<file path="src/rtl/lm_sm_sequencer.sv">
// Expands LM/SM instructions into one single-register micro-op per set list bit,
// stalling PC and IF/ID and bubbling the raw instruction while the sequence runs.
module lm_sm_sequencer #(
    parameter int unsigned ADDR_W = 16,
    parameter int unsigned LIST_W = 8,
    parameter logic [3:0]  OPC_LM = 4'b0110,
    parameter logic [3:0]  OPC_SM = 4'b0111
) (
    input  logic              clk,
    input  logic              rst,
    input  logic              instr_valid,
    input  logic [15:0]       instr,
    input  logic [ADDR_W-1:0] base_addr,
    input  logic              flush,
    input  logic              uop_ready,
    output logic              uop_valid,
    output logic              uop_is_load,
    output logic [2:0]        uop_reg,
    output logic [ADDR_W-1:0] uop_addr,
    output logic              uop_last,
    output logic              pc_if_id_write,
    output logic              id_bubble,
    output logic              busy
);

    typedef enum logic [0:0] {StIdle, StSeq} state_e;

    state_e              state_q, state_d;
    logic [LIST_W-1:0]   list_q, list_d;
    logic [ADDR_W-1:0]   addr_q, addr_d;
    logic                is_load_q, is_load_d;

    logic [3:0]          opcode;
    logic                is_lsm;
    logic                capture;
    logic [2:0]          low_idx;
    logic                last_bit;

    assign opcode  = instr[15:12];
    assign is_lsm  = (opcode == OPC_LM) || (opcode == OPC_SM);
    assign capture = (state_q == StIdle) && instr_valid && !flush && is_lsm &&
                     (instr[LIST_W-1:0] != '0);

    // Priority scan from the top so the lowest set bit wins.
    always_comb begin
        low_idx = 3'd0;
        for (int unsigned i = LIST_W; i > 0; i--) begin
            if (list_q[i-1]) low_idx = 3'(i - 1);
        end
    end

    assign last_bit = (list_q != '0) && ((list_q & (list_q - LIST_W'(1))) == '0);

    always_comb begin
        state_d        = state_q;
        list_d         = list_q;
        addr_d         = addr_q;
        is_load_d      = is_load_q;
        uop_valid      = 1'b0;
        pc_if_id_write = 1'b1;
        id_bubble      = 1'b0;

        unique case (state_q)
            StIdle: begin
                if (capture) begin
                    list_d         = instr[LIST_W-1:0];
                    addr_d         = base_addr;
                    is_load_d      = (opcode == OPC_LM);
                    state_d        = StSeq;
                    pc_if_id_write = 1'b0;
                    id_bubble      = 1'b1;
                end
            end
            StSeq: begin
                if (!flush) begin
                    uop_valid      = 1'b1;
                    id_bubble      = 1'b1;
                    // Release the stall exactly when the final micro-op leaves.
                    pc_if_id_write = uop_ready && last_bit;
                    if (uop_ready) begin
                        list_d = list_q & (list_q - LIST_W'(1));
                        addr_d = addr_q + ADDR_W'(1);
                        if (last_bit) state_d = StIdle;
                    end
                end
            end
            default: state_d = StIdle;
        endcase

        if (flush) begin
            state_d = StIdle;
            list_d  = '0;
        end
    end

    always_ff @(posedge clk or posedge rst) begin
        if (rst) begin
            state_q   <= StIdle;
            list_q    <= '0;
            addr_q    <= '0;
            is_load_q <= 1'b0;
        end else begin
            state_q   <= state_d;
            list_q    <= list_d;
            addr_q    <= addr_d;
            is_load_q <= is_load_d;
        end
    end

    assign busy        = (state_q == StSeq);
    assign uop_reg     = busy ? low_idx : 3'd0;
    assign uop_addr    = busy ? addr_q : '0;
    assign uop_is_load = busy && is_load_q;
    assign uop_last    = busy && last_bit;

endmodule

</file>
<file path="config.mk">
export PLATFORM = sky130hd
export DESIGN_NAME = lm_sm_sequencer
export DESIGN_NICKNAME = d
export VERILOG_FILES = /design/src/rtl/lm_sm_sequencer.sv
export SDC_FILE = /design/constraint.sdc
export NUM_CORES = 1
export LEC_CHECK = 0
export ABC_CLOCK_PERIOD_IN_PS = 5500
export BUFFER_PORTS_ARGS = -buffer_cell sky130_fd_sc_hd__buf_2
export CORE_MARGIN = 3
export CORE_UTILIZATION = 30
export DETAILED_ROUTE_END_ITERATION = 12
export RECOVER_POWER = 25
export SLEW_MARGIN = 0
export SYNTH_ARGS = -nofsm -noshare
export SYNTH_HDL_FRONTEND = slang
export SYNTH_SLANG_ARGS = --single-unit
</file>
<file path="constraint.sdc">
create_clock -name clk -period 5.5 [get_ports clk]
set_input_delay 0.825 -clock clk [delete_from_list [all_inputs] [get_ports clk]]
set_output_delay 0.825 -clock clk [all_outputs]
set_load 0.005 [all_outputs]
</file>
After elaboration in Yosys (flattened, before gate mapping)
Cells that the tools add are included.

Add/sub/neg operators: 2. Mux-type cells: 29. Bitwise logic cells: 2. Reductions and logical operators: 16. Equal/unequal tests: 7.

Operators by type and width (count): two-way mux 16 bit (4); one-hot mux 16 bit (2 select lines) (1); two-way mux 3 bit (9); two-way mux 8 bit (3); adder 16 x 1 -> 16 bit, second input constant (1); one-hot mux 8 bit (2 select lines) (1); nonzero test 8 bit (2); bitwise AND 8 bit (1); equality test 4 x 3 -> 1 bit, second input constant (2); logical AND 1 bit (8); zero test 8 bit (1); two-way mux 1 bit (8); subtractor 8 x 1 -> 8 bit, second input constant (1); inequality test 2 bit, second input constant (3); inequality test 3 bit, second input constant (2); one-hot mux 1 bit (2 select lines) (3); AND reduction 2 bit (2); AND reduction 3 bit (1); zero test 1 bit (1); logical OR 1 bit (1); NOT 1 bit (1).

Output and inout port bits: 25. Input port bits: 37. Flip-flop bits (word level): 26. Logic and storage cells: 60.

Depth between registers and ports, before layout
Depth after elaboration: 9. Depth in mapped cells: 7. Mapped depth without buffers: 6.

Least setup slack after synthesis
OpenSTA, ideal clock, no wires.

Kind: input-to-output. From: input instr[15]. To: output pc_if_id_write. Required time: 4.675 ns. Data arrival time: 1.948 ns. Stages: 5. Path slack: 2.727 ns. Path through: nand3b_1 nor4b_2 nand2_1 a21o_1 a21o_1.

Word-level cells in the longest chain between the ends: 6.

RTL lines: from (decl) (line 12) `input logic [15:0] instr,`; equality test 4 x 3 -> 1 bit (line 40) `assign is_lsm = (opcode == OPC_LM) || (opcode == OPC_SM);`; logical OR 1 bit * (line 40); logical AND 1 bit * (2 in series) (line 41) `assign capture = (state_q == StIdle) && instr_valid && !flush && is_lsm &&`; two-way mux 1 bit * (line 65) `if (capture) begin`; one-hot mux 1 bit (2 select lines) * (line 63) `unique case (state_q)`; to (decl) (line 21) `output logic pc_if_id_write,`.

Every way passes the cells marked *; elsewhere a longest branch is shown, timed or not.

Worst setup path in the final report
Same ends and word-level chain as after synthesis.

==> results.txt <==
----------------------------------------------------
[Outcome]
  Result of the run ... finished clean

[Floorplan]
  Core Area ... 5640 µm²
  Y dimension of the die ... 83.2 µm
  Die Wd ... 83.2 µm
  Standard-cell rows ... 27
  Top-level I/O count ... 62
  Die Outline Area ... 6930 µm²
  Starting Density ... 31.7%

[Yosys]
  Count of different cell masters after synthesis ... 52
  EDFF count, synth ... 0
  Count of synthesis-stage warnings from yosys ... 0
  Mean cell area of the mapped netlist ... 8.10 µm²
  Post-synthesis async set-or-reset flop share ... 100%
  Mapped cell area ... 1790 µm²
  Flip-flop cell with the highest count after synthesis ... dfrtp_1
  Leading cell types by total area after synthesis ... dfrtp_1 36%, a21oi_1 7.3%, and2_1 5.6%
  Sequential fraction of the synthesis area ... 36.4%
  Nets in the synthesized netlist ... 259
  Cell accounting for the most synthesized area ... dfrtp_1
  Yosys top cell area share ... 36.4%
  Post-synthesis register bit count ... 26
  List of most frequent post-synthesis cells ... 26 x a21oi_1, 26 x dfrtp_1, 22 x nand2_1, 20 x nor2_1, 16 x and2_1
  Cells after Synth ... 221

[Critical path]
  Worst path cell trace ... buf_2, nand3b_1, nor4b_2, buf_4, nand2_1, a21o_1, a21o_1, buf_2
  Sort of element at the start of the critical path ... input pin
  Endpoint kind of the worst setup timing path ... primary output
  R2R cell count ... 6
  Data required time of the critical path ... 4.68 ns
  Biggest fanout along the worst timing path ... 13
  Register-to-Register Setup Slack ... 2.80 ns
  Data arrival time of the critical path ... 2.38 ns
  CP max-delay cell ... a21o_1
  Crit Path Class ... in -> out
  R2r endpoint ... addr_q[15]
  Peak per-stage delay on the critical path ... 0.28 ns
  Launch instance of the worst register-to-register path ... busy

[Layout]
  Core Util, Final ... 38.2%
  Footprint of the multi-input gates ... 1020 µm²
  Finished Cell Area ... 2150 µm²
  Count of non-filler cells in the finished layout ... 343
  Filler Cells Inserted ... 591
  Area growth syn-to-layout ... 20.3%
  Antenna diodes ... 0
  Register area ... 651 µm²
  Post-layout net count ... 310
  Ratio of cells with drive above 1 in the final layout ... 25.8%

[Clock tree]
  Cts repair resizes ... 0
  Buffer depth of the longest clock path ... 2
  Clock latency at the later pin of the worst-skew pair ... 0.28 ns
  Clock transition at the registers of the reported paths ... 0.09 ns
  TritonCTS Buffers ... 3
  Maximum level of the CTS H-tree ... 1
  CTS Root Cell ... clkbuf_8
  Sinks on Clock Net ... 26
  TritonCTS clock tree ... yes
  Hold-fix buffer count after cts ... 0
  Post-CTS setup buffers ... 0

[STA]
  Setup ws final ... 2.29 ns
  Slew Viols, Final ... 0
  Transition time at the pin with the least slew margin ... 1.03 ns
  Count of endpoints failing setup in the final report ... 0
  Setup skew after layout ... 0.00469 ns
  RSZ-0062 raised after global routing ... false
  Final Hold Violating Endpoints ... 0
  Setup total negative slack ... 0 ns
  Slew margin rel. ... 31.1%
  Portion of the clock cycle consumed by the worst path in the final layout ... 58.3%
  Fin crit period ... 3.21 ns
  Hold slack final ... 0.480 ns
  Top achievable clock speed ... 312 MHz

[Placement]
  Post-DP Area ... 2100 µm²
  Number of buffers added on ports ... 57
  HPWL after detailed placement ... 3.57 mm
  Setup Slack @ Placement ... 2.28 ns
  Placed Cells incl. Taps ... 339
  Routability cong. ... 0.836

[Power and ir drop]
  Total power density per cell area ... 238 nW/µm²
  Peak VDD IR ... 0.0961 mV
  Overall power ... 0.512 mW
  Total leakage power ... 1.02 nW

[Min path]
  Hold Startpoint ... is_load_q
  Endpoint with the worst hold slack ... is_load_q
  Worst hold stages ... 2
  Type of the tightest min-delay check ... reg -> reg

[Route]
  Final routed DRC violation total ... 0
  Vias per cell ... 5.21
  Detailed-route via count ... 1,788
  Count of TritonRoute iterations in the first routing pass ... 4
  Average wire per standard cell ... 14.0 µm
  Number of nets still failing antenna checks after routing ... 0
  Count of routing violations after the opening detailed-route iteration ... 101
  Final Routed Wirelength ... 4.80 mm

[Global routing]
  Pin count of the biggest net entering global routing ... 32
  Aggregate global routing overflow ... 0
  Gr usage total ... 14.0%
  Global-route wire length before repair ... 8.09 mm
  Initial antenna violation count ... 0
  Via count of the first global-routing pass ... 1,727

[Run]
  # Max-Cap Violations ... 0

----------------------------------------------------
-- how the worst max path moves through the flow --
stage,from,depth (start not counted),endpoint
finish,instr[15],8,pc_if_id_write
global route,busy,4,uop_reg[0]
CTS,instr[15],8,pc_if_id_write
detailed placement,instr[15],8,pc_if_id_write
global placement,instr[15],8,pc_if_id_write
floorplan,instr[15],5,pc_if_id_write
-- sequential cells by signal (all words and copies together), names as in the netlist --
signal / cells
list_q: 8
is_load_q: 1
busy: 1
addr_q: 16
-- kinds of logic (layout without fill, tap and decap cells) --
family | Yosys count | count (layout) | synth area share [%]
DFF | 26 | 26 | 36.4
AOI/OAI and AO/OA | 73 | 73 | 26.2
buffers and inverters | 22 | 72 | 6.43
and+or+nand+nor | 94 | 94 | 27.6
adders and majority gates | 2 | 2 | 1.26
muxes | 4 | 4 | 2.24
-- layout make-up --
type / instances / area share, %
Tap cell: 72 / 4.18
Multi-Input combinational cell: 173 / 47.5
Clock buffer: 4 / 2.56
Timing Repair Buffer: 59 / 13.9
Sequential cell: 26 / 30.2
Inverter: 9 / 1.57
-- worst max-delay path, delay by kind of cell --
family / cells / cell delay, ns
AO/OA/AOI/OAI: 2 / 0.43
buffers and inverters: 3 / 0.43
AND/OR/NAND/NOR: 3 / 0.69
-- where the power goes --
part | switching [mW] | total (mW) | leakage [nW] | internal [mW]
combinational | 0.0510 | 0.103 | 0.664 | 0.0516
clock | 0.0652 | 0.129 | 0.0288 | 0.0642
sequential | 0.0505 | 0.280 | 0.326 | 0.230
-- cells in the final DEF (no fill, tap or decap), types with 4 or more instances in the layout --
cell / instances
buf_2: 57
and2_1: 16
dfrtp_1: 26
nand3_1: 7
and3_1: 5
inv_1: 8
clkbuf_8: 4
nor2_1: 20
o21ai_1: 10
nand2_1: 22
nor3_1: 7
a21oi_1: 26
mux2i_1: 4
o22ai_1: 6
-- routing by layer --
metal	routed length (µm)	track usage, %	share of wire (%)
met5	0	0	0
met4	50	5.20	1.0
met3	262	2.28	5.5
met2	2210	23.2	46
met1	2280	18.2	47
Note: power is estimated with default switching activity, not from simulation.
